### config.mk
export PLATFORM = sky130hd
export DESIGN_NAME = return_stack
export DESIGN_NICKNAME = d
export VERILOG_FILES = /design/src/rtl/stack_pkg.sv /design/src/rtl/ras_regfile.sv /design/src/rtl/return_stack.sv
export SDC_FILE = /design/constraint.sdc
export NUM_CORES = 1
export LEC_CHECK = 0
export CAP_MARGIN = 25
export CORE_ASPECT_RATIO = 0.75
export CORE_UTILIZATION = 55
export DETAILED_ROUTE_END_ITERATION = 6
export PLACE_DENSITY_LB_ADDON = 0.25
export SLEW_MARGIN = 20
export SYNTH_ARGS = -nofsm -noshare
export SYNTH_HDL_FRONTEND = slang
export SYNTH_HIERARCHICAL = 1
export SYNTH_SLANG_ARGS = --single-unit
### constraint.sdc
create_clock -name clk -period 4.7 [get_ports clk]
set_clock_uncertainty 0.2 [all_clocks]
set_input_delay 0.47 -clock clk [delete_from_list [all_inputs] [get_ports clk]]
set_output_delay 0.47 -clock clk [all_outputs]
set_load 0.01 [all_outputs]
### src/rtl/stack_pkg.sv
`default_nettype none
// ============================================================================
// Module      : stack_pkg
// Description : Shared sizing for the return-address stack and the PC-mux
//               select encoding used by the controller and fetch stage.
// Revision    : 1.0 - initial release
// ============================================================================
package stack_pkg;

    localparam int RAS_WIDTH = 12;
    localparam int RAS_DEPTH = 8;
    localparam int RAS_PTRW  = 3;

    typedef enum logic [1:0] {
        PCSEL_NEXT = 2'd0,
        PCSEL_JMP  = 2'd1,
        PCSEL_RET  = 2'd2,
        PCSEL_BR   = 2'd3
    } pcsel_e;

endpackage
`default_nettype wire

### src/rtl/ras_regfile.sv
`default_nettype none
// ============================================================================
// Module      : ras_regfile
// Description : DEPTH x WIDTH flop array, one synchronous write port and one
//               asynchronous read port. The array is deliberately not reset.
// Revision    : 1.0 - initial release
// ============================================================================
module ras_regfile
    import stack_pkg::*;
#(
    parameter int WIDTH = RAS_WIDTH,
    parameter int DEPTH = RAS_DEPTH,
    parameter int PTRW  = RAS_PTRW
) (
    input  logic             clk,
    input  logic             we,
    input  logic [PTRW-1:0]  waddr,
    input  logic [WIDTH-1:0] wdata,
    input  logic [PTRW-1:0]  raddr,
    output logic [WIDTH-1:0] rdata
);

    logic [WIDTH-1:0] r_mem [DEPTH];

    always_ff @(posedge clk) begin
        if (we) begin
            r_mem[waddr] <= wdata;
        end
    end

    assign rdata = r_mem[raddr];

endmodule
`default_nettype wire

### src/rtl/return_stack.sv
`default_nettype none
// ============================================================================
// Module      : return_stack
// Description : Hardware return-address stack: push on call, pop on return,
//               combinational top-of-stack for the PC mux return path.
// Revision    : 1.0 - initial release
// ============================================================================
module return_stack
    import stack_pkg::*;
#(
    parameter int WIDTH = RAS_WIDTH,
    parameter int DEPTH = RAS_DEPTH,
    parameter int PTRW  = RAS_PTRW
) (
    input  logic             clk,
    input  logic             rst,
    input  logic             push,
    input  logic             pop,
    input  logic             flush,
    input  logic [WIDTH-1:0] dataIn,
    output logic [WIDTH-1:0] dataOut,
    output logic             empty,
    output logic             full,
    output logic             overflow,
    output logic             underflow,
    output logic [PTRW:0]    count
);

    localparam logic [PTRW:0] c_full_count = (PTRW+1)'(DEPTH);

    logic [PTRW-1:0]  r_sp;
    logic [PTRW:0]    r_count;
    logic             r_overflow;
    logic             r_underflow;

    logic [PTRW-1:0]  w_top;
    logic             w_empty;
    logic             w_full;
    logic             w_we;
    logic [PTRW-1:0]  w_waddr;
    logic [PTRW-1:0]  w_sp_nxt;
    logic [PTRW:0]    w_count_nxt;
    logic             w_ovf_set;
    logic             w_unf_set;
    logic [WIDTH-1:0] w_rdata;

    assign w_top   = r_sp - PTRW'(1);
    assign w_empty = (r_count == '0);
    assign w_full  = (r_count == c_full_count);

    // Priority: flush > push&pop > push > pop. A flush writes nothing.
    always_comb begin
        w_we        = 1'b0;
        w_waddr     = r_sp;
        w_sp_nxt    = r_sp;
        w_count_nxt = r_count;
        w_ovf_set   = 1'b0;
        w_unf_set   = 1'b0;
        if (flush) begin
            w_we = 1'b0;
        end else if (push && pop) begin
            if (!w_empty) begin
                w_we    = 1'b1;
                w_waddr = w_top;
            end else begin
                // Empty stack: behaves as a plain push, but the pop is flagged.
                w_we        = 1'b1;
                w_sp_nxt    = r_sp + PTRW'(1);
                w_count_nxt = r_count + (PTRW+1)'(1);
                w_unf_set   = 1'b1;
            end
        end else if (push) begin
            if (!w_full) begin
                w_we        = 1'b1;
                w_sp_nxt    = r_sp + PTRW'(1);
                w_count_nxt = r_count + (PTRW+1)'(1);
            end else begin
                w_ovf_set = 1'b1;
            end
        end else if (pop) begin
            if (!w_empty) begin
                w_sp_nxt    = w_top;
                w_count_nxt = r_count - (PTRW+1)'(1);
            end else begin
                w_unf_set = 1'b1;
            end
        end
    end

    always_ff @(posedge clk or posedge rst) begin
        if (rst) begin
            r_sp        <= '0;
            r_count     <= '0;
            r_overflow  <= 1'b0;
            r_underflow <= 1'b0;
        end else if (flush) begin
            r_sp        <= '0;
            r_count     <= '0;
            r_overflow  <= 1'b0;
            r_underflow <= 1'b0;
        end else begin
            r_sp        <= w_sp_nxt;
            r_count     <= w_count_nxt;
            r_overflow  <= r_overflow | w_ovf_set;
            r_underflow <= r_underflow | w_unf_set;
        end
    end

    ras_regfile #(
        .WIDTH (WIDTH),
        .DEPTH (DEPTH),
        .PTRW  (PTRW)
    ) u_regfile (
        .clk   (clk),
        .we    (w_we),
        .waddr (w_waddr),
        .wdata (dataIn),
        .raddr (w_top),
        .rdata (w_rdata)
    );

    // Storage is unreset, so the read data is masked while empty.
    assign dataOut   = w_empty ? '0 : w_rdata;
    assign empty     = w_empty;
    assign full      = w_full;
    assign overflow  = r_overflow;
    assign underflow = r_underflow;
    assign count     = r_count;

endmodule
`default_nettype wire

After elaboration in Yosys (flattened, before gate mapping)
Memory sizes are Yosys's and may differ from the RTL's.
Cells that the tools add are included.
{"block": "classes", "add_sub_neg": 4, "n_eq_ne": 4, "mux": 34, "bitwise_logic": 2, "n_reduce_logical": 5}
{"cell": "$mux 4", "n": 7}
{"cell": "$mux 3", "n": 9}
{"cell": "$mux 1", "n": 17}
{"cell": "$mux 12", "n": 1}
{"cell": "$ne 4x3->1 const B", "n": 2}
{"cell": "$add 4x1->4 const B", "n": 1}
{"cell": "$eq 4x4->1 const B", "n": 1}
{"cell": "$logic_not 4->1", "n": 1}
{"cell": "$reduce_and 4->1", "n": 1}
{"cell": "$reduce_bool 4->1", "n": 1}
{"cell": "$sub 4x1->4 const B", "n": 1}
{"cell": "$add 3x1->3 const B", "n": 1}
{"cell": "$ne 3x3->1 const B", "n": 1}
{"cell": "$reduce_and 3->1", "n": 1}
{"cell": "$sub 3x1->3 const B", "n": 1}
{"cell": "$or 1x1->1", "n": 2}
{"cell": "$logic_and 1x1->1", "n": 1}
{"block": "word_totals", "reg_bits": 9, "ramBits": 96, "in_bits": 17, "n_memories": 1}
{"memory": "u_regfile.r_mem", "words": 8, "word_bits": 12, "rd": 1, "rd_clocked_by_memory_dff": 0, "write_ports": 1, "line_no": "ras_regfile.sv:23", "source": "logic [WIDTH-1:0] r_mem [DEPTH];"}

Depth between registers and ports, before layout
Gate-level depths: netlist (run 1).
{"block": "logic_depth", "depth_word": 8, "ltp_mapped": 9, "mapped_depth_nobuf": 8}

Modules after synthesis
The synthesis (run 1) kept the hierarchy.
{"mod": "ras_regfile", "instances": 1, "cells_per_inst": 152, "area_each_um2": 3747.3, "seq_area_each_um2": 2882.8}
{"mod": "return_stack", "instances": 1, "cells_per_inst": 97, "area_each_um2": 832.0, "seq_area_each_um2": 225.2}

Worst setup path before layout (run 1)
Ideal clock, no wire load.
{"block": "synth_path", "path_kind": "register -> register", "start": "register r_count[0], in the netlist count[0]", "end": "memory u_regfile/r_mem[0][0] (netlist name) (enable)", "arrival_ps": 2657, "t_required_ps": 4104, "slack_ps": 1447, "path_stages_with_launch": 10, "cell_sequence": "dfrtp_1 -> inv_1 -> ha_1 -> nor3b_1 -> buf_2 -> nor4_2 -> nand2_1 -> xnor2_1 -> nand2b_1 -> nor3_1"}
{"block": "synth_via", "elab_cells_between_ends": 11, "cone_classes": "eq/ne (1); mux (9); reduce/logical (1)"}
{"element": "start, declared", "line_no": "return_stack.sv:32", "source": "logic [PTRW:0] r_count;"}
{"element": "start signal, assigned", "line_no": "return_stack.sv:103", "source": "r_count <= w_count_nxt;"}
{"element": "$logic_not 4->1", "line_no": "return_stack.sv:48", "source": "assign w_empty = (r_count == '0);"}
{"element": "$mux 3", "line_no": "return_stack.sv:62", "source": "if (!w_empty) begin"}
{"element": "$mux 3", "line_no": "return_stack.sv:61", "source": "end else if (push && pop) begin"}
{"element": "$mux 3", "line_no": "return_stack.sv:59", "source": "if (flush) begin"}
{"element": "via w_waddr[2]", "line_no": "return_stack.sv:40", "source": "logic [PTRW-1:0] w_waddr;"}
{"element": "end, declared", "line_no": "ras_regfile.sv:23"}
The timed path passes the listed nets, and every way through them passes these cells.

Final worst setup path (run 1)
{"block": "layout_path", "start": "register r_sp[1]", "end": "output dataOut[1]"}
{"block": "layout_via", "elab_chain_cells": 3}
{"element": "start, declared", "line_no": "return_stack.sv:31", "source": "logic [PTRW-1:0] r_sp;"}
{"element": "start signal, assigned", "line_no": "return_stack.sv:102", "source": "r_sp <= w_sp_nxt;"}
{"element": "$sub 3x1->3", "line_no": "return_stack.sv:47", "source": "assign w_top = r_sp - PTRW'(1);"}
{"element": "via w_top[2]", "line_no": "return_stack.sv:36", "source": "logic [PTRW-1:0] w_top;"}
{"element": "$mem_v2 8x12"}
{"element": "via w_rdata[1]", "line_no": "return_stack.sv:45", "source": "logic [WIDTH-1:0] w_rdata;"}
{"element": "$mux 12", "line_no": "return_stack.sv:123", "source": "assign dataOut = w_empty ? '0 : w_rdata;"}
{"element": "end, declared", "line_no": "return_stack.sv:21", "source": "output logic [WIDTH-1:0] dataOut,"}
The timed path passes the listed nets, and every way through them passes these cells.

==> results of run 1 <==
==> cell type report <==
| class | instances | area [um2] | share of cell area |
|---|---|---|---|
| clock buffer | 10 | 128 | 0.0241 |
| clock inverter | 6 | 61.3 | 0.0116 |
| inverter | 9 | 33.8 | 0.00639 |
| multi-input combinational | 123 | 1390 | 0.262 |
| sequential | 105 | 3110 | 0.588 |
| tap | 105 | 131 | 0.0248 |
| timing repair buffer | 47 | 443 | 0.0837 |
==> how the worst max path moves through the flow <==
stage | startpoint | end | cells past startpoint
after floorplan | count[0] | u_regfile/r_mem[0][0] | 9
after global placement | push | u_regfile/r_mem[4][0] | 8
after detailed placement | push | u_regfile/r_mem[0][5] | 8
after CTS | r_sp[1] | dataOut[1] | 8
after global routing | r_sp[1] | dataOut[1] | 8
final | r_sp[1] | dataOut[1] | 8
==> synthesized netlist by cell type, types with 2 or more instances <==
master	number
dfrtp_1	9
buf_6	3
o21a_1	2
inv_1	8
mux4_2	3
ha_1	5
nand2_1	5
nor3_1	3
nor2b_1	13
mux4_1	21
xor2_1	2
a31oi_1	2
buf_2	5
nand3_1	3
nand2b_1	7
edfxtp_1	96
o21ai_0	5
clkbuf_1	3
nor2_1	9
mux2_2	14
mux2i_1	2
a21oi_1	3
xnor2_1	2
or4_1	3
==> worst max-delay path, stage by stage (launching register included) <==
cell and delay (ns):
dfrtp_1 0.43, inv_1 0.10, ha_1 0.24, xor2_2 0.14, buf_4 0.34, mux4_1 0.41, mux2_2 0.29, nor2b_1 0.14
clkdlybuf4s50_1 0.49
==> kinds of logic (layout without fill, tap and decap cells) <==
logic type / count (synthesis) / after routing / synth area share
and+or+nand+nor: 54 / 54 / 0.0705
DFF: 105 / 105 / 0.679
xor gates and xnor gates: 4 / 4 / 0.00765
AOI/OAI and AO/OA: 20 / 20 / 0.0317
adders and majority gates: 5 / 5 / 0.0137
buffers and inverters: 21 / 72 / 0.0238
muxes: 40 / 40 / 0.174
==> per-layer routing <==
| layer | wire (um) | vias to the layer above | part of all wire |
|---|---|---|---|
| li1 | - | 1092 | - |
| met1 | 3790 | 1217 | 0.46 |
| met2 | 3950 | 75 | 0.47 |
| met3 | 478 | 11 | 0.057 |
| met4 | 108 | 0 | 0.013 |
| met5 | 0 | - | 0 |
==> state kept, by name, summed over array words and instances, names as in the netlist <==
register and flops:
u_regfile/r_mem 96, overflow 1, count 4, r_sp 3
underflow 1
==> power by group through the flow <==
stage / sequential [mW] / clock (mW) / combinational, mW
finish: 1.16 / 0.519 / 1.39
global route: 1.18 / 0.568 / 1.49
CTS: 1.16 / 0.534 / 1.40
detailed placement: 1.18 / 0 / 1.40
global placement: 1.18 / 0 / 1.38
floorplan: 1.18 / 0 / 0.885
==> impl_results.html, run 1 <==
<table>
<tr><th>Metric</th><th>Value</th></tr>
<tr><th colspan="2">Finish</th></tr>
<tr><td>Most used cells in the layout excluding fill and tap cells</td><td>edfxtp_1, clkdlybuf4s50_1, mux4_1, mux2_2, nor2b_1</td></tr>
<tr><td>Most common cell after layout, fill and taps aside</td><td>edfxtp_1</td></tr>
<tr><td>Filler cell count</td><td>555</td></tr>
<tr><td>Synth-to-layout area growth</td><td>15.5%</td></tr>
<tr><td>NumNets Final</td><td>317</td></tr>
<tr><td>Layout cells sized above 1</td><td>0.180</td></tr>
<tr><td>Post-layout util</td><td>0.662</td></tr>
<tr><td>Non-filler instance count after layout</td><td>405</td></tr>
<tr><td>N_diodes</td><td>0</td></tr>
<tr><td>Design area</td><td>5290 um2</td></tr>
<tr><th colspan="2">Yosys</th></tr>
<tr><td>Post-Syn Instances</td><td>249</td></tr>
<tr><td>Sequential area share after synthesis</td><td>0.679</td></tr>
<tr><td>EDFF count, synth</td><td>96</td></tr>
<tr><td>Yosys synthesis warning count</td><td>6</td></tr>
<tr><td>Library cells used by synthesis</td><td>45</td></tr>
<tr><td>Synth area leaders</td><td>edfxtp_1, mux4_1, dfrtp_1</td></tr>
<tr><td>Number of flip-flops and latches in the synthesized netlist</td><td>105</td></tr>
<tr><td>Combined area of all synthesized cells</td><td>4580 um2</td></tr>
<tr><td>Share of Yosys cell area claimed by the top area cell type</td><td>0.630</td></tr>
<tr><td>Nets in the synthesized netlist</td><td>271</td></tr>
<tr><td>Commonest register cell after synthesis</td><td>edfxtp_1</td></tr>
<tr><td>Mean instance size in the synthesized netlist</td><td>18.4 um2</td></tr>
<tr><td>Asr flop ratio synth</td><td>0.0857</td></tr>
<tr><td>Dominant cell type by area after synthesis</td><td>edfxtp_1</td></tr>
<tr><th colspan="2">Timing</th></tr>
<tr><td>Max-slew headroom</td><td>0.582</td></tr>
<tr><td>Worst setup margin</td><td>1.10 ns</td></tr>
<tr><td>Worst Tran Pin Value</td><td>0.626 ns</td></tr>
<tr><td>Max Slew Vio Count</td><td>0</td></tr>
<tr><td>Post-layout minimum cycle time</td><td>3.60 ns</td></tr>
<tr><td>WHS</td><td>0.184 ns</td></tr>
<tr><td>Final number of hold-violating endpoints</td><td>0</td></tr>
<tr><td>Summed negative setup slack over all endpoints</td><td>0 ns</td></tr>
<tr><td>Final worst-path cycle share</td><td>0.766</td></tr>
<tr><td>RSZ-0062 raised after global routing</td><td>false</td></tr>
<tr><td>Max Clock Freq</td><td>278 MHz</td></tr>
<tr><td>Final setup vio count</td><td>0</td></tr>
<tr><th colspan="2">Place</th></tr>
<tr><td>HPWL reported at the end of detailed placement</td><td>5.50 mm</td></tr>
<tr><td>Setup Slack @ Placement</td><td>1.14 ns</td></tr>
<tr><td>Post-Place Cell Area</td><td>5100 um2</td></tr>
<tr><td>Number of port buffers</td><td>36</td></tr>
<tr><td>Placer's final routability congestion estimate</td><td>0.780</td></tr>
<tr><td>Number of instances in the placed design</td><td>389</td></tr>
<tr><th colspan="2">Global routing</th></tr>
<tr><td>Overall routing resource usage</td><td>0.210</td></tr>
<tr><td>Antenna violations before repair</td><td>0</td></tr>
<tr><td>First-pass GRT wire length</td><td>12.8 mm</td></tr>
<tr><td>Leftover overflow at the end of global routing</td><td>0</td></tr>
<tr><td>Vias in the first global route</td><td>2264</td></tr>
<tr><td>GRT Max-Usage Layer</td><td>met2</td></tr>
<tr><td>Met3 Track Usage GR</td><td>0.0465</td></tr>
<tr><td>Fraction of met1 tracks used by global routing</td><td>0.302</td></tr>
<tr><td>Largest net degree at the start of global routing</td><td>27</td></tr>
<tr><td>Met2 Track Usage GR</td><td>0.323</td></tr>
<tr><th colspan="2">Pwr</th></tr>
<tr><td>Logic gate share of total power</td><td>0.452</td></tr>
<tr><td>Peak supply drop</td><td>0.285 mV</td></tr>
<tr><td>Clock power share</td><td>0.169</td></tr>
<tr><td>Pwr per Cell Area</td><td>581 nW/um2</td></tr>
<tr><td>Overall power of the completed layout</td><td>3.07 mW</td></tr>
<tr><td>Internal power component</td><td>2.06 mW</td></tr>
<tr><td>Switching share of power</td><td>0.330</td></tr>
<tr><td>NetSw</td><td>1.02 mW</td></tr>
<tr><td>Register share of total power</td><td>0.379</td></tr>
<tr><td>Leakage power figure</td><td>1.84 nW</td></tr>
<tr><th colspan="2">Detailed routing</th></tr>
<tr><td>Ratio of routed vias to standard cells</td><td>5.91</td></tr>
<tr><td>Number of DRC markers in iteration 0</td><td>219</td></tr>
<tr><td>Average wire length per cell after detail routing</td><td>20.6 um</td></tr>
<tr><td>Aggregate routed wire length</td><td>8.32 mm</td></tr>
<tr><td>Number of optimization iterations in the first detailed-route pass</td><td>4</td></tr>
<tr><td>Final routed DRC violation total</td><td>0</td></tr>
<tr><td>Antenna Nets Post-Route</td><td>0</td></tr>
<tr><td>Total via count after detailed routing</td><td>2395</td></tr>
<tr><th colspan="2">Clock tree</th></tr>
<tr><td>Clock H-tree levels</td><td>3</td></tr>
<tr><td>Number of buffers added by the clock tree synthesis step</td><td>9</td></tr>
<tr><td>Count of buffers added by post-CTS timing repair for setup</td><td>0</td></tr>
<tr><td>Clk Latency, worst-skew pair</td><td>0.36 ns</td></tr>
<tr><td>Resized cells post-CTS</td><td>0</td></tr>
<tr><td>CTS hold repair buffers</td><td>0</td></tr>
<tr><td>CTS tree</td><td>done</td></tr>
<tr><td>Number of clock sinks seen by CTS</td><td>105</td></tr>
<tr><td>Largest buffer count on any clock path</td><td>2</td></tr>
<tr><td>Clock Root Buffer</td><td>clkbuf_8</td></tr>
<tr><td>Reg clk slew, reported paths</td><td>0.10 ns</td></tr>
<tr><th colspan="2">Floorplanning</th></tr>
<tr><td>Starting density of the core</td><td>0.573</td></tr>
<tr><td>Std-Cell Rows</td><td>28</td></tr>
<tr><td>Core area</td><td>7990 um2</td></tr>
<tr><td>I/O pin count</td><td>37</td></tr>
<tr><td>Vertical extent of the die</td><td>81.0 um</td></tr>
<tr><td>Horizontal die dimension</td><td>107 um</td></tr>
<tr><td>Total Die Area</td><td>8700 um2</td></tr>
<tr><th colspan="2">Critical path</th></tr>
<tr><td>Largest fanout on the critical path</td><td>24</td></tr>
<tr><td>Endpoint class of the critical path</td><td>output pin</td></tr>
<tr><td>Reg-to-Reg End</td><td>u_regfile/r_mem[1][4]</td></tr>
<tr><td>Worst EP arrival</td><td>2.93 ns</td></tr>
<tr><td>Startpoint of the lowest-slack register-to-register path</td><td>count[0]</td></tr>
<tr><td>Worst endpoint required time</td><td>4.03 ns</td></tr>
<tr><td>Path depth of the worst reg2reg path</td><td>8</td></tr>
<tr><td>Start-to-end type of the worst setup path</td><td>register to output pin</td></tr>
<tr><td>Critical path launch point type</td><td>register</td></tr>
<tr><td>Setup slack of the most critical reg-to-reg path</td><td>1.63 ns</td></tr>
<tr><th colspan="2">Hold path</th></tr>
<tr><td>Worst min-delay path class</td><td>primary input to asynchronous set/reset pin</td></tr>
<tr><th colspan="2">Job</th></tr>
<tr><td>Number of max-cap violations</td><td>0</td></tr>
<tr><th colspan="2">Outcome</th></tr>
<tr><td>Result of the run</td><td>finished clean</td></tr>
</table>
Note: power is estimated with default switching activity, not from simulation.
==> inputs of run 2 (changes only) <==
CORE_UTILIZATION = 52   (was 55)
clock period = 3.3 ns   (was 4.7 ns; I/O delays follow)
==> run 2 against run 1 <==
Against the previous run:
- via count grew 1.2%
- critical path type unchanged
- count of clock-buffer cells in the layout shrank 1
- clock power grew 95%
- register-to-register slack lost 1.3 ns
- combinational power grew 56%
- worst setup slack lost 1.0 ns
- critical endpoint is now dataOut[2]
==> impl_results.html, run 2 (synthesis gave the netlist of run 1 again) <==
<table>
<tr><th>Metric</th><th>Value</th></tr>
<tr><th colspan="2">Finish</th></tr>
<tr><td>Flip-flop count of the largest register after layout</td><td>96</td></tr>
<tr><td>Most common cell after layout, fill and taps aside</td><td>edfxtp_1</td></tr>
<tr><td>Synth-to-layout area growth</td><td>21.5%</td></tr>
<tr><td>Non-filler instance count after layout</td><td>423</td></tr>
<tr><td>Layout cells sized above 1</td><td>0.229</td></tr>
<tr><td>Register ranked first by flip-flop count</td><td>u_regfile/r_mem</td></tr>
<tr><td>N_diodes</td><td>0</td></tr>
<tr><td>Most used cells in the layout excluding fill and tap cells</td><td>edfxtp_1, clkdlybuf4s50_1, buf_4, mux4_1, mux2_2</td></tr>
<tr><td>NumNets Final</td><td>332</td></tr>
<tr><th colspan="2">Clock tree</th></tr>
<tr><td>Number of buffers added by the clock tree synthesis step</td><td>9</td></tr>
<tr><td>Count of buffers added by post-CTS timing repair for setup</td><td>0</td></tr>
<tr><td>Number of clock sinks seen by CTS</td><td>105</td></tr>
<tr><td>CTS hold repair buffers</td><td>0</td></tr>
<tr><td>Clk Latency, worst-skew pair</td><td>0.34 ns</td></tr>
<tr><td>Reg clk slew, reported paths</td><td>0.07 ns</td></tr>
<tr><td>Clock Root Buffer</td><td>clkbuf_16</td></tr>
<tr><td>CTS tree</td><td>done</td></tr>
<tr><td>Largest buffer count on any clock path</td><td>2</td></tr>
<tr><td>Clock H-tree levels</td><td>3</td></tr>
<tr><td>Resized cells post-CTS</td><td>0</td></tr>
<tr><th colspan="2">Critical path</th></tr>
<tr><td>Path depth of the worst reg2reg path</td><td>9</td></tr>
<tr><td>Start-to-end type of the worst setup path</td><td>register to output pin</td></tr>
<tr><td>End point of the critical path</td><td>dataOut[2]</td></tr>
<tr><td>Reg-to-Reg End</td><td>u_regfile/r_mem[5][7]</td></tr>
<tr><td>Worst endpoint required time</td><td>2.77 ns</td></tr>
<tr><td>Worst EP arrival</td><td>2.70 ns</td></tr>
<tr><td>Critical path launch point type</td><td>register</td></tr>
<tr><td>Largest fanout on the critical path</td><td>12</td></tr>
<tr><td>First element of the critical path</td><td>r_sp[1]</td></tr>
<tr><td>Startpoint of the lowest-slack register-to-register path</td><td>count[0]</td></tr>
<tr><td>Setup slack of the most critical reg-to-reg path</td><td>0.33 ns</td></tr>
<tr><td>Endpoint class of the critical path</td><td>output pin</td></tr>
<tr><th colspan="2">Timing</th></tr>
<tr><td>Final setup vio count</td><td>0</td></tr>
<tr><td>Post-layout minimum cycle time</td><td>3.23 ns</td></tr>
<tr><td>Max Clock Freq</td><td>310 MHz</td></tr>
<tr><td>Summed negative setup slack over all endpoints</td><td>0 ns</td></tr>
<tr><td>Max Slew Vio Count</td><td>0</td></tr>
<tr><td>Worst Tran Pin Value</td><td>0.649 ns</td></tr>
<tr><td>Max-slew headroom</td><td>0.567</td></tr>
<tr><td>Final worst-path cycle share</td><td>0.978</td></tr>
<tr><td>Final number of hold-violating endpoints</td><td>0</td></tr>
<tr><th colspan="2">Global routing</th></tr>
<tr><td>Antenna violations before repair</td><td>0</td></tr>
<tr><td>Largest net degree at the start of global routing</td><td>25</td></tr>
<tr><td>Overall routing resource usage</td><td>0.200</td></tr>
<tr><td>First-pass GRT wire length</td><td>13.2 mm</td></tr>
<tr><td>Vias in the first global route</td><td>2403</td></tr>
<tr><td>Leftover overflow at the end of global routing</td><td>0</td></tr>
<tr><th colspan="2">Pwr</th></tr>
<tr><td>Leakage power figure</td><td>2.00 nW</td></tr>
<tr><td>Peak supply drop</td><td>0.678 mV</td></tr>
<tr><td>Pwr per Cell Area</td><td>871 nW/um2</td></tr>
<tr><th colspan="2">Floorplanning</th></tr>
<tr><td>Core area</td><td>8490 um2</td></tr>
<tr><td>Starting density of the core</td><td>0.539</td></tr>
<tr><td>I/O pin count</td><td>37</td></tr>
<tr><td>Vertical extent of the die</td><td>83.3 um</td></tr>
<tr><td>Horizontal die dimension</td><td>110 um</td></tr>
<tr><td>Total Die Area</td><td>9190 um2</td></tr>
<tr><td>Std-Cell Rows</td><td>29</td></tr>
<tr><th colspan="2">Detailed routing</th></tr>
<tr><td>Sum of routed wire segments on met1</td><td>4.12 mm</td></tr>
<tr><td>Aggregate routed wire length</td><td>8.49 mm</td></tr>
<tr><td>Total via count after detailed routing</td><td>2423</td></tr>
<tr><td>Antenna Nets Post-Route</td><td>0</td></tr>
<tr><td>Number of optimization iterations in the first detailed-route pass</td><td>4</td></tr>
<tr><td>Sum of met3 wire segment lengths after detailed routing</td><td>460 um</td></tr>
<tr><td>Final routed DRC violation total</td><td>0</td></tr>
<tr><td>Max Used Layer</td><td>met4</td></tr>
<tr><td>Average wire length per cell after detail routing</td><td>20.1 um</td></tr>
<tr><td>Ratio of routed vias to standard cells</td><td>5.73</td></tr>
<tr><td>Total length of routed met2 wires</td><td>3.85 mm</td></tr>
<tr><td>Number of DRC markers in iteration 0</td><td>139</td></tr>
<tr><th colspan="2">Place</th></tr>
<tr><td>Number of instances in the placed design</td><td>406</td></tr>
<tr><td>Number of port buffers</td><td>36</td></tr>
<tr><td>HPWL reported at the end of detailed placement</td><td>5.43 mm</td></tr>
<tr><td>Placer's final routability congestion estimate</td><td>0.809</td></tr>
<tr><th colspan="2">Hold path</th></tr>
<tr><td>Worst min-delay path class</td><td>primary input to asynchronous set/reset pin</td></tr>
<tr><th colspan="2">Job</th></tr>
<tr><td>Number of max-cap violations</td><td>0</td></tr>
<tr><th colspan="2">Outcome</th></tr>
<tr><td>Result of the run</td><td>finished clean</td></tr>
</table>
==> run 2: cell count changes in the layout (fill, tap and decap cells not counted), sizes merged <==
cell | previous run | this run
clkinvlp | 1 | 0
clkinv | 2 | 4
dlymetal6s2s | 0 | 1
buf | 11 | 25
clkdlybuf4s50 | 36 | 35
==> run 2: worst max-delay path, cell delays in order (launching register included) <==
cell             delay (ns)
dfrtp_1                0.41
inv_1                  0.14
ha_4                   0.19
xor2_4                 0.24
clkbuf_16              0.22
mux4_1                 0.29
mux2_2                 0.27
nor2b_1                0.13
clkdlybuf4s50_1        0.48
==> run 2: power breakdown <==
group	internal (mW)	switching [mW]
logic	1.20	0.965
clock network	0.527	0.483
registers	1.58	0.0838
==> run 2: layout make-up <==
class	instances	area, um2
flip-flops and latches	105	3110
fillers	598	2930
multi-input cells	123	1410
repair buffers	62	588
clock buffers	9	225
well taps	108	135
clock inverters	7	63.8
inverters	9	33.8
==> run 2: layer usage <==
| metal | global-route usage | up-vias |
|---|---|---|
| li1 | - | 1125 |
| met1 | 0.311 | 1222 |
| met2 | 0.291 | 70 |
| met3 | 0.0447 | 6 |
| met4 | 0.0467 | 0 |
| met5 | 0 | - |
==> run 2: per-stage QoR <==
stage          power, mW  setup slack, ns  area, um2  hold slack, ns  utilization
5_1_grt             5.09          -0.0191       5560           0.129        0.655
3_3_place_gp        3.73            0.363       5220           0.278        0.615
6_report            4.84           0.0734       5560          0.0741        0.655
4_1_cts             4.77           0.0414       5510          0.0751        0.649
3_5_place_dp        3.76            0.367       5220           0.287        0.615
2_1_floorplan       2.94           0.0466       4580         -0.0421            -
==> run 2: worst min-delay path by stage <==
stage                          from         to  slack, ns  cells after the start
after floorplan                 rst   count[0]      -0.04                      1
after global placement    underflow  underflow       0.28                      2
after detailed placement  underflow  underflow       0.29                      2
after CTS                       rst    r_sp[0]       0.08                      2
after global routing            rst   count[0]       0.13                      2
final                           rst   count[0]       0.07                      2
==> inputs of run 3 (changes only) <==
CORE_UTILIZATION = 54   (was 52)
CTS_BUF_LIST = sky130_fd_sc_hd__clkbuf_4   (was not set)
CTS_CLUSTER_SIZE = 8   (was not set)
==> run 3 against run 2 <==
Against the previous run:
- first-iteration DRC count increased by 20%
- sequential power about the same
- die area decreased by 3.6%
- worst setup slack improved by 0.093 ns
- non-clock buffer count increased by 3
- highest routed layer unchanged
==> impl_results.html, run 3 (synthesis gave the netlist of run 1 again) <==
<table>
<tr><th>Metric</th><th>Value</th></tr>
<tr><th colspan="2">Critical path</th></tr>
<tr><td>Worst EP arrival</td><td>2.60 ns</td></tr>
<tr><td>Start-to-end type of the worst setup path</td><td>register to output pin</td></tr>
<tr><td>First element of the critical path</td><td>r_sp[1]</td></tr>
<tr><td>Startpoint of the lowest-slack register-to-register path</td><td>count[0]</td></tr>
<tr><td>Reg-to-Reg End</td><td>u_regfile/r_mem[3][8]</td></tr>
<tr><td>Worst endpoint required time</td><td>2.77 ns</td></tr>
<tr><td>End point of the critical path</td><td>dataOut[6]</td></tr>
<tr><td>Cell type of the slowest stage on the worst timing path</td><td>dfrtp_1</td></tr>
<tr><td>Setup slack of the most critical reg-to-reg path</td><td>0.39 ns</td></tr>
<tr><td>Endpoint class of the critical path</td><td>output pin</td></tr>
<tr><td>Largest fanout on the critical path</td><td>12</td></tr>
<tr><td>List of cells traversed by the critical path</td><td>inv_1 &gt; ha_4 &gt; xor2_4 &gt; buf_12 &gt; mux4_1 &gt; mux2_2 &gt; nor2b_1 &gt; dlygate4sd2_1</td></tr>
<tr><td>Critical path launch point type</td><td>register</td></tr>
<tr><td>Path depth of the worst reg2reg path</td><td>8</td></tr>
<tr><td>Crit-path max cell delay</td><td>0.42 ns</td></tr>
<tr><th colspan="2">Clock tree</th></tr>
<tr><td>Number of clock sinks seen by CTS</td><td>105</td></tr>
<tr><td>Clock Root Buffer</td><td>clkbuf_4</td></tr>
<tr><td>Reg clk slew, reported paths</td><td>0.16 ns</td></tr>
<tr><td>Clk Latency, worst-skew pair</td><td>0.44 ns</td></tr>
<tr><td>CTS tree</td><td>done</td></tr>
<tr><td>Clock H-tree levels</td><td>3</td></tr>
<tr><td>Number of buffers added by the clock tree synthesis step</td><td>9</td></tr>
<tr><td>Largest buffer count on any clock path</td><td>2</td></tr>
<tr><th colspan="2">Detailed routing</th></tr>
<tr><td>Total via count after detailed routing</td><td>2415</td></tr>
<tr><td>Number of DRC markers in iteration 0</td><td>167</td></tr>
<tr><td>Antenna Nets Post-Route</td><td>0</td></tr>
<tr><td>Aggregate routed wire length</td><td>8.57 mm</td></tr>
<tr><td>Ratio of routed vias to standard cells</td><td>5.71</td></tr>
<tr><td>Number of optimization iterations in the first detailed-route pass</td><td>4</td></tr>
<tr><td>Final routed DRC violation total</td><td>0</td></tr>
<tr><td>Average wire length per cell after detail routing</td><td>20.3 um</td></tr>
<tr><th colspan="2">Finish</th></tr>
<tr><td>Synth-to-layout area growth</td><td>18.2%</td></tr>
<tr><td>Layout cells sized above 1</td><td>0.230</td></tr>
<tr><td>Non-filler instance count after layout</td><td>423</td></tr>
<tr><td>Design area</td><td>5410 um2</td></tr>
<tr><td>Most common cell after layout, fill and taps aside</td><td>edfxtp_1</td></tr>
<tr><td>Flip-flop count of the largest register after layout</td><td>96</td></tr>
<tr><td>N_diodes</td><td>0</td></tr>
<tr><td>Register ranked first by flip-flop count</td><td>u_regfile/r_mem</td></tr>
<tr><td>Post-layout util</td><td>0.672</td></tr>
<tr><td>Most used cells in the layout excluding fill and tap cells</td><td>edfxtp_1, buf_4, clkdlybuf4s50_1, mux4_1, mux2_2</td></tr>
<tr><td>NumNets Final</td><td>335</td></tr>
<tr><th colspan="2">Timing</th></tr>
<tr><td>WHS</td><td>0.319 ns</td></tr>
<tr><td>Worst Tran Pin Value</td><td>0.495 ns</td></tr>
<tr><td>Max Slew Vio Count</td><td>0</td></tr>
<tr><td>Summed negative setup slack over all endpoints</td><td>0 ns</td></tr>
<tr><td>Final worst-path cycle share</td><td>0.949</td></tr>
<tr><td>Final setup vio count</td><td>0</td></tr>
<tr><td>Worst setup margin</td><td>0.167 ns</td></tr>
<tr><td>Max Clock Freq</td><td>319 MHz</td></tr>
<tr><td>Final number of hold-violating endpoints</td><td>0</td></tr>
<tr><td>Max-slew headroom</td><td>0.666</td></tr>
<tr><td>Post-layout minimum cycle time</td><td>3.13 ns</td></tr>
<tr><td>RSZ-0062 raised after global routing</td><td>false</td></tr>
<tr><th colspan="2">Pwr</th></tr>
<tr><td>Switching share of power</td><td>0.337</td></tr>
<tr><td>Peak supply drop</td><td>0.548 mV</td></tr>
<tr><td>Pwr per Cell Area</td><td>802 nW/um2</td></tr>
<tr><td>Register share of total power</td><td>0.382</td></tr>
<tr><td>NetSw</td><td>1.46 mW</td></tr>
<tr><td>Internal power component</td><td>2.88 mW</td></tr>
<tr><td>Overall power of the completed layout</td><td>4.34 mW</td></tr>
<tr><td>Logic gate share of total power</td><td>0.486</td></tr>
<tr><td>Clock power share</td><td>0.132</td></tr>
<tr><td>Leakage power figure</td><td>1.96 nW</td></tr>
<tr><th colspan="2">Global routing</th></tr>
<tr><td>Overall routing resource usage</td><td>0.212</td></tr>
<tr><td>Antenna violations before repair</td><td>0</td></tr>
<tr><td>Leftover overflow at the end of global routing</td><td>0</td></tr>
<tr><td>Vias in the first global route</td><td>2366</td></tr>
<tr><td>First-pass GRT wire length</td><td>13.2 mm</td></tr>
<tr><td>Largest net degree at the start of global routing</td><td>20</td></tr>
<tr><th colspan="2">Place</th></tr>
<tr><td>Placer's final routability congestion estimate</td><td>0.824</td></tr>
<tr><td>Post-Place Cell Area</td><td>5230 um2</td></tr>
<tr><td>Setup Slack @ Placement</td><td>0.385 ns</td></tr>
<tr><td>HPWL reported at the end of detailed placement</td><td>5.51 mm</td></tr>
<tr><td>Number of instances in the placed design</td><td>403</td></tr>
<tr><td>Number of port buffers</td><td>36</td></tr>
<tr><th colspan="2">Floorplanning</th></tr>
<tr><td>I/O pin count</td><td>37</td></tr>
<tr><td>Total Die Area</td><td>8860 um2</td></tr>
<tr><td>Std-Cell Rows</td><td>28</td></tr>
<tr><td>Starting density of the core</td><td>0.568</td></tr>
<tr><td>Core area</td><td>8060 um2</td></tr>
<tr><td>Horizontal die dimension</td><td>108 um</td></tr>
<tr><td>Vertical extent of the die</td><td>81.8 um</td></tr>
<tr><th colspan="2">Hold path</th></tr>
<tr><td>Worst min-delay path class</td><td>register to register</td></tr>
<tr><th colspan="2">Job</th></tr>
<tr><td>Number of max-cap violations</td><td>0</td></tr>
<tr><th colspan="2">Outcome</th></tr>
<tr><td>Result of the run</td><td>finished clean</td></tr>
</table>
## run 3: cell count changes in the layout (fill, tap and decap cells not counted), moves of 2 or more
cell | before | now
clkinvlp_4 | 0 | 2
dlygate4sd2_1 | 0 | 12
clkdlybuf4s50_1 | 35 | 24
clkbuf_16 | 10 | 0
clkbuf_4 | 0 | 10
inv_6 | 2 | 0
## run 3: worst max-delay path, delay by kind of cell, from the launching register on
| kind | cells | cell delay (ns) |
|---|---|---|
| simple gates | 1 | 0.13 |
| buf+inv | 3 | 0.59 |
| flops | 1 | 0.42 |
| mux | 2 | 0.58 |
| xor+xnor | 1 | 0.26 |
| fa+ha+maj | 1 | 0.18 |
## run 3: area by class of cell
| cell class | instances | area, um2 |
|---|---|---|
| clock inverters | 6 | 43.8 |
| multi-input cells | 123 | 1410 |
| repair buffers | 65 | 611 |
| inverters | 9 | 33.8 |
| clock buffers | 10 | 75.1 |
| well taps | 105 | 131 |
| fillers | 560 | 2650 |
| flip-flops and latches | 105 | 3110 |
## run 3: per-layer routing
metal / part of all wire / vias to the layer above / GRT usage / wire length (um)
li1: - / 1129 / - / -
met1: 0.47 / 1204 / 0.311 / 4050
met2: 0.46 / 80 / 0.326 / 3980
met3: 0.061 / 2 / 0.0500 / 519
met4: 0.0030 / 0 / 0.0486 / 26
met5: 0 / - / 0 / 0
## run 3: worst min path at each step
stage,slack (ns),end,from,cells after the start
after floorplan,-0.04,count[0],rst,1
after global placement,0.28,underflow,underflow,2
after detailed placement,0.29,underflow,underflow,2
after CTS,0.32,underflow,underflow,2
after global routing,0.35,underflow,underflow,2
final,0.32,underflow,underflow,2
## run 3: power by group through the flow
stage	clock network [mW]	logic, mW	registers [mW]
finish	0.573	2.11	1.66
global route	0.634	2.26	1.67
CTS	0.585	2.14	1.66
detailed placement	0	2.10	1.69
global placement	0	2.06	1.68
floorplan	0	1.26	1.68
## run 3: what timing repair did
item | 4_1_cts | 5_1_grt
gates resized for setup | 17 | 0
endpoints found under the hold margin | 9 | 0
endpoints found under the setup margin | 12 | 0
buffers inserted | 2 | 0
hold buffers | 1 | 0
